<file path="src/rtl/and4_out_qualifier.sv">
// -----------------------------------------------------------------------------
// and4_out_qualifier
//
// Cleans up the output of a 4-input AND cell before the rest of the clock
// domain uses it. The raw AND output is asynchronous, so it first passes
// through a reset-clearable synchronizer. A four-state persistence FSM then
// applies hysteresis:
//   - Q rises only after ON_CYCLES consecutive high samples.
//   - Q falls only after OFF_CYCLES consecutive low samples.
// Short glitches on the AND output therefore never reach Q.
//
// Parameters
//   SYNC_STAGES : synchronizer depth, >= 2
//   ON_CYCLES   : consecutive high samples needed to assert Q, 1..2**CNT_W-1
//   OFF_CYCLES  : consecutive low samples needed to drop Q, 1..2**CNT_W-1
//   CNT_W       : persistence counter width
//
// Ports
//   CLK  : clock, rising edge
//   RN   : asynchronous active-low reset
//   I    : AND4 output Z, asynchronous to CLK
//   EN   : synchronous enable; low forces IDLE on the next edge
//   Q    : qualified level, registered (high in ON and REL)
//   QP   : one-cycle pulse on entry to ON from IDLE or QUAL, registered
//   BUSY : high while counting (QUAL or REL), registered
// -----------------------------------------------------------------------------
module and4_out_qualifier #(
  parameter int SYNC_STAGES = 2,
  parameter int ON_CYCLES   = 4,
  parameter int OFF_CYCLES  = 2,
  parameter int CNT_W       = 4
) (
  input  logic CLK,
  input  logic RN,
  input  logic I,
  input  logic EN,
  output logic Q,
  output logic QP,
  output logic BUSY
);

  localparam int CNT_MAX = (1 << CNT_W) - 1;

  // Reject parameter sets the counter cannot represent or that break the
  // synchronizer, before any hardware is built from them.
  generate
    if (SYNC_STAGES < 2 || CNT_W < 1 || CNT_W > 30 ||
        ON_CYCLES < 1 || ON_CYCLES > CNT_MAX ||
        OFF_CYCLES < 1 || OFF_CYCLES > CNT_MAX) begin : g_bad_params
      $error("and4_out_qualifier: illegal SYNC_STAGES/ON_CYCLES/OFF_CYCLES/CNT_W");
    end
  endgenerate

  localparam logic [CNT_W-1:0] CNT_ZERO = '0;
  localparam logic [CNT_W-1:0] CNT_ONE  = CNT_W'(1);
  localparam logic [CNT_W-1:0] ON_LAST  = CNT_W'(ON_CYCLES - 1);
  localparam logic [CNT_W-1:0] OFF_LAST = CNT_W'(OFF_CYCLES - 1);

  typedef enum logic [1:0] {
    ST_IDLE = 2'd0,
    ST_QUAL = 2'd1,
    ST_ON   = 2'd2,
    ST_REL  = 2'd3
  } state_t;

  // ---------------------------------------------------------------------------
  // Synchronizer. It runs regardless of EN, so a level that is already high
  // when EN returns is seen without the synchronizer latency.
  // ---------------------------------------------------------------------------
  logic [SYNC_STAGES-1:0] sync_q;
  logic                   s;

  // NOTE: the chain is reset even though it is only a delay line; otherwise a
  // stale high left from before reset could qualify without a real input.
  always_ff @(posedge CLK or negedge RN) begin
    if (!RN) begin
      sync_q <= '0;
    end else begin
      // NOTE: non-blocking assignments let every stage sample its
      // predecessor's old value, which is what makes this a shift register.
      sync_q <= {sync_q[SYNC_STAGES-2:0], I};
    end
  end

  assign s = sync_q[SYNC_STAGES-1];

  // ---------------------------------------------------------------------------
  // Persistence FSM: state register, next-state logic, output decode.
  // ---------------------------------------------------------------------------
  state_t           state_q, state_nx;
  logic [CNT_W-1:0] cnt_q, cnt_nx;
  logic             q_nx, qp_nx, busy_nx;

  always_ff @(posedge CLK or negedge RN) begin
    if (!RN) begin
      state_q <= ST_IDLE;
      cnt_q   <= CNT_ZERO;
      Q       <= 1'b0;
      QP      <= 1'b0;
      BUSY    <= 1'b0;
    end else begin
      state_q <= state_nx;
      cnt_q   <= cnt_nx;
      Q       <= q_nx;
      QP      <= qp_nx;
      BUSY    <= busy_nx;
    end
  end

  always_comb begin
    // NOTE: defaults first so that every path assigns both signals and no
    // latch is inferred.
    state_nx = state_q;
    cnt_nx   = CNT_ZERO;

    if (!EN) begin
      // EN dominates the sampled input in every state.
      state_nx = ST_IDLE;
    end else begin
      unique case (state_q)
        ST_IDLE: begin
          if (s) begin
            if (ON_CYCLES == 1) begin
              state_nx = ST_ON;
            end else begin
              state_nx = ST_QUAL;
              cnt_nx   = CNT_ONE;
            end
          end
        end

        ST_QUAL: begin
          if (!s) begin
            state_nx = ST_IDLE;            // any low sample restarts from zero
          end else if (cnt_q == ON_LAST) begin
            state_nx = ST_ON;
          end else begin
            cnt_nx = cnt_q + CNT_ONE;
          end
        end

        ST_ON: begin
          if (!s) begin
            if (OFF_CYCLES == 1) begin
              state_nx = ST_IDLE;
            end else begin
              state_nx = ST_REL;
              cnt_nx   = CNT_ONE;
            end
          end
        end

        ST_REL: begin
          if (s) begin
            state_nx = ST_ON;              // any high sample cancels release
          end else if (cnt_q == OFF_LAST) begin
            state_nx = ST_IDLE;
          end else begin
            cnt_nx = cnt_q + CNT_ONE;
          end
        end

        default: begin
          state_nx = ST_IDLE;
        end
      endcase
    end
  end

  // Outputs come from the next state so that the registered copies line up
  // with the state they describe. QP is suppressed on REL->ON, which is a
  // cancelled release rather than a new assertion.
  always_comb begin
    q_nx    = (state_nx == ST_ON)   || (state_nx == ST_REL);
    busy_nx = (state_nx == ST_QUAL) || (state_nx == ST_REL);
    qp_nx   = (state_nx == ST_ON) &&
              ((state_q == ST_IDLE) || (state_q == ST_QUAL));
  end

endmodule
</file>
<file path="config.mk">
export PLATFORM = sky130hd
export DESIGN_NAME = and4_out_qualifier
export DESIGN_NICKNAME = d
export VERILOG_FILES = /design/src/rtl/and4_out_qualifier.sv
export SDC_FILE = /design/constraint.sdc
export NUM_CORES = 1
export LEC_CHECK = 0
export BUFFER_PORTS_ARGS = -buffer_cell sky130_fd_sc_hd__buf_2
export CAP_MARGIN = 15
export CORE_AREA = 2 2 39 41
export CTS_CLUSTER_DIAMETER = 60
export CTS_CLUSTER_SIZE = 10
export DETAILED_ROUTE_END_ITERATION = 10
export DIE_AREA = 0 0 41 43
export PLACE_DENSITY_LB_ADDON = 0.12
export SKIP_CTS_REPAIR_TIMING = 1
export SYNTH_ARGS = -nofsm -noshare
export SYNTH_HDL_FRONTEND = slang
export SYNTH_SLANG_ARGS = --single-unit
</file>
<file path="constraint.sdc">
create_clock -name CLK -period 2.4 [get_ports CLK]
set_input_delay 0.48 -clock CLK [delete_from_list [all_inputs] [get_ports CLK]]
set_output_delay 0.48 -clock CLK [all_outputs]
set_load 0.1 [all_outputs]
</file>
==> metrics.md <==
| Metric | Value |
|---|---|
| CP startpoint kind | flip-flop |
| Syn nets | 50 |
| Top FF cell, synth | dfrtp_1 |
| CP required | 1920 ps |
| Register area share after synthesis | 50.1% |
| Initial detailed-routing violation count | 8 |
| Cell Area, Synth | 499 µm² |
| Max-slew headroom | 63.4% |
| Peak supply drop | 0.338 mV |
| Rows | 14 |
| Number of flops mapped to enable cells by yosys | 0 |
| Die Wd | 41 µm |
| Post-DRT Antenna Nets | 0 |
| Sink Count | 10 |
| Core Util, Final | 42.3% |
| Buffers on Ports | 6 |
| WL final | 858 µm |
| Power Total | 0.348 mW |
| Final Hold Fails | 0 |
| Synthesized area per cell | 11.6 µm² |
| Cell Pwr Density | 594 nW/µm² |
| Worst hold path class | primary input to asynchronous set/reset pin |
| DP Area | 549 µm² |
| Yosys warns | 0 |
| Gp weighted congestion | 0.792 |
| Max-Cap Viols | 0 |
| Layout cells sized above 1 | 30.2% |
| Vias in the first global route | 339 |
| Post-synth cell types | 20 |
| Post-synthesis cell count | 43 |
| Dpl ws | 1010 ps |
| Final Cell Area | 586 µm² |
| Met1 Resource Use GR | 16.4% |
| Vias | 377 |
| Most frequent cells in the layout | dfrtp_1, buf_2, nor2_1 |
| Die area | 1760 µm² |
| Cells after DPL | 65 |
| Commonest non-fill, non-tap cell in the layout | dfrtp_1 |
| Initial Util | 36.1% |
| Grt met2 use | 18.8% |
| Area occupied by multi-input gates | 241 µm² |
| CP top delay family | flip-flops |
| Sequential cell area | 250 µm² |
| Clk_lat worst skew | 260 ps |
| Detailed placement HPWL | 696 µm |
| Filler Cells Inserted | 141 |
| RSZ-0062 raised after global routing | no |
| Vias per cell | 5.46 |
| #FFs+latches synth | 10 |
| Slew @ Worst Pin | 544 ps |
| Maximum clock frequency | 0.596 GHz |
| Slowest-stage cell, CP | dfrtp_1 |
| GRT overflow | 0 |
| CTS Buffer Depth | 2 |
| Critical path arrival | 1200 ps |
| Layout area overhead | 17.3% |
| Fin crit period | 1680 ps |
| Io pins | 7 |
| Final setup fails | 0 |
| Min Hold Slack | 67.2 ps |
| Die Y | 43 µm |
| TritonCTS clock tree | built |
| WP buf/inv | 1 |
| Crit Path Max Fanout | 8 |
| Lkg Pwr | 0.257 nW |
| Cts bufs inserted | 3 |
| Final #Nets | 61 |
| Clock root buffer | clkbuf_4 |
| H-tree depth | 1 |
| Initial antenna violation count | 0 |
| DRC violations left | 0 |
| Outcome | completed |
| Largest net degree at the start of global routing | 11 |
| First-pass GRT wire length | 1500 µm |
| Worst setup margin | 722 ps |
| Crit end category | output pin |
| Ys async rst share | 100% |
| WL/cell | 12.4 µm |
| Final Cycle Share | 69.9% |
| Final-report max-slew violation count | 0 |
| Fin cells | 69 |
| DR pass1 iterations | 4 |
| Crit path kind | flip-flop to output pin |
| Grt peak-use layer | met2 |
| Core Area | 1380 µm² |
| Cells along the critical path | buf_2 |
| # diodes | 0 |
| M3 GR Usage | 4.71% |
| Clock slew at reported path FFs | 70 ps |
| Post-route setup TNS | 0 ps |
| Clk_skew | 5.64 ps |
| GR Util All Layers | 12.9% |
| Max stage delay on crit path | 470 ps |
routing by layer:
metal | part of all wire, % | up-vias
met1 | 41 | 184
met5 | 0 | -
met4 | 0.58 | 0
met2 | 50 | 13
met3 | 8.2 | 2
li1 | - | 178
flip-flops by register name, indices dropped and copies added, names as in the netlist:
register and cells:
QP 1, cnt_q 4, sync_q 2, state_q 2, Q 1
cells by family after synthesis:
logic type,share of synthesized area [%]
fa+ha+maj,7.52
simple gates,22.8
compound gates,14.5
flops,50.1
buf+inv,1.50
xor+xnor,3.51
path summary, 6_finish.rpt:
check	startpoint	to	slack, ps	cells past startpoint
worst max register to register	cnt_q[1]$_DFF_PN0_	cnt_q[3]$_DFF_PN0_	1050	5
max in group asynchronous	RN	cnt_q[2]$_DFF_PN0_	2140	1
worst min-delay path	RN	state_q[0]$_DFF_PN0_	70	1
worst max-delay path	state_q[0]$_DFF_PN0_	BUSY	720	1
worst min register to register	sync_q[0]$_DFF_PN0_	sync_q[1]$_DFF_PN0_	350	0
min in group CLK	I	sync_q[0]$_DFF_PN0_	330	1
area by class of cell:
| class | count | area share (%) |
|---|---|---|
| Sequential cell | 10 | 42.7 |
| Timing Repair Buffer | 6 | 5.13 |
| Tap cell | 16 | 3.42 |
| Inverter | 2 | 1.28 |
| Multi-Input combinational cell | 31 | 41.2 |
| Clock buffer | 4 | 6.20 |
synthesized netlist by cell type (all sizes together), types with 2 or more instances:
| cell type | count | area, µm² |
|---|---|---|
| nor2 | 4 | 15.0 |
| o22a | 2 | 18.8 |
| a21oi | 3 | 15.0 |
| nor3 | 3 | 30.0 |
| nand3b | 2 | 15.0 |
| inv | 2 | 7.51 |
| ha | 3 | 37.5 |
| nor3b | 3 | 22.5 |
| nand2 | 2 | 7.51 |
| dfrtp | 10 | 250 |
worst reg2reg max path: stages, from the launching register on:
cell	delay, ps
dfrtp_1	410
inv_1	70
ha_1	210
nor3b_1	260
o22a_2	230
nor3_2	50
power breakdown:
group	total [mW]	leakage [nW]	internal, mW	switching (mW)
clock	0.146	0.0210	0.0918	0.0545
sequential	0.176	0.133	0.172	0.00434
combinational	0.0250	0.103	0.00757	0.0175
total	0.348	0.257	0.271	0.0763
Power figures use the tool's default switching activity.
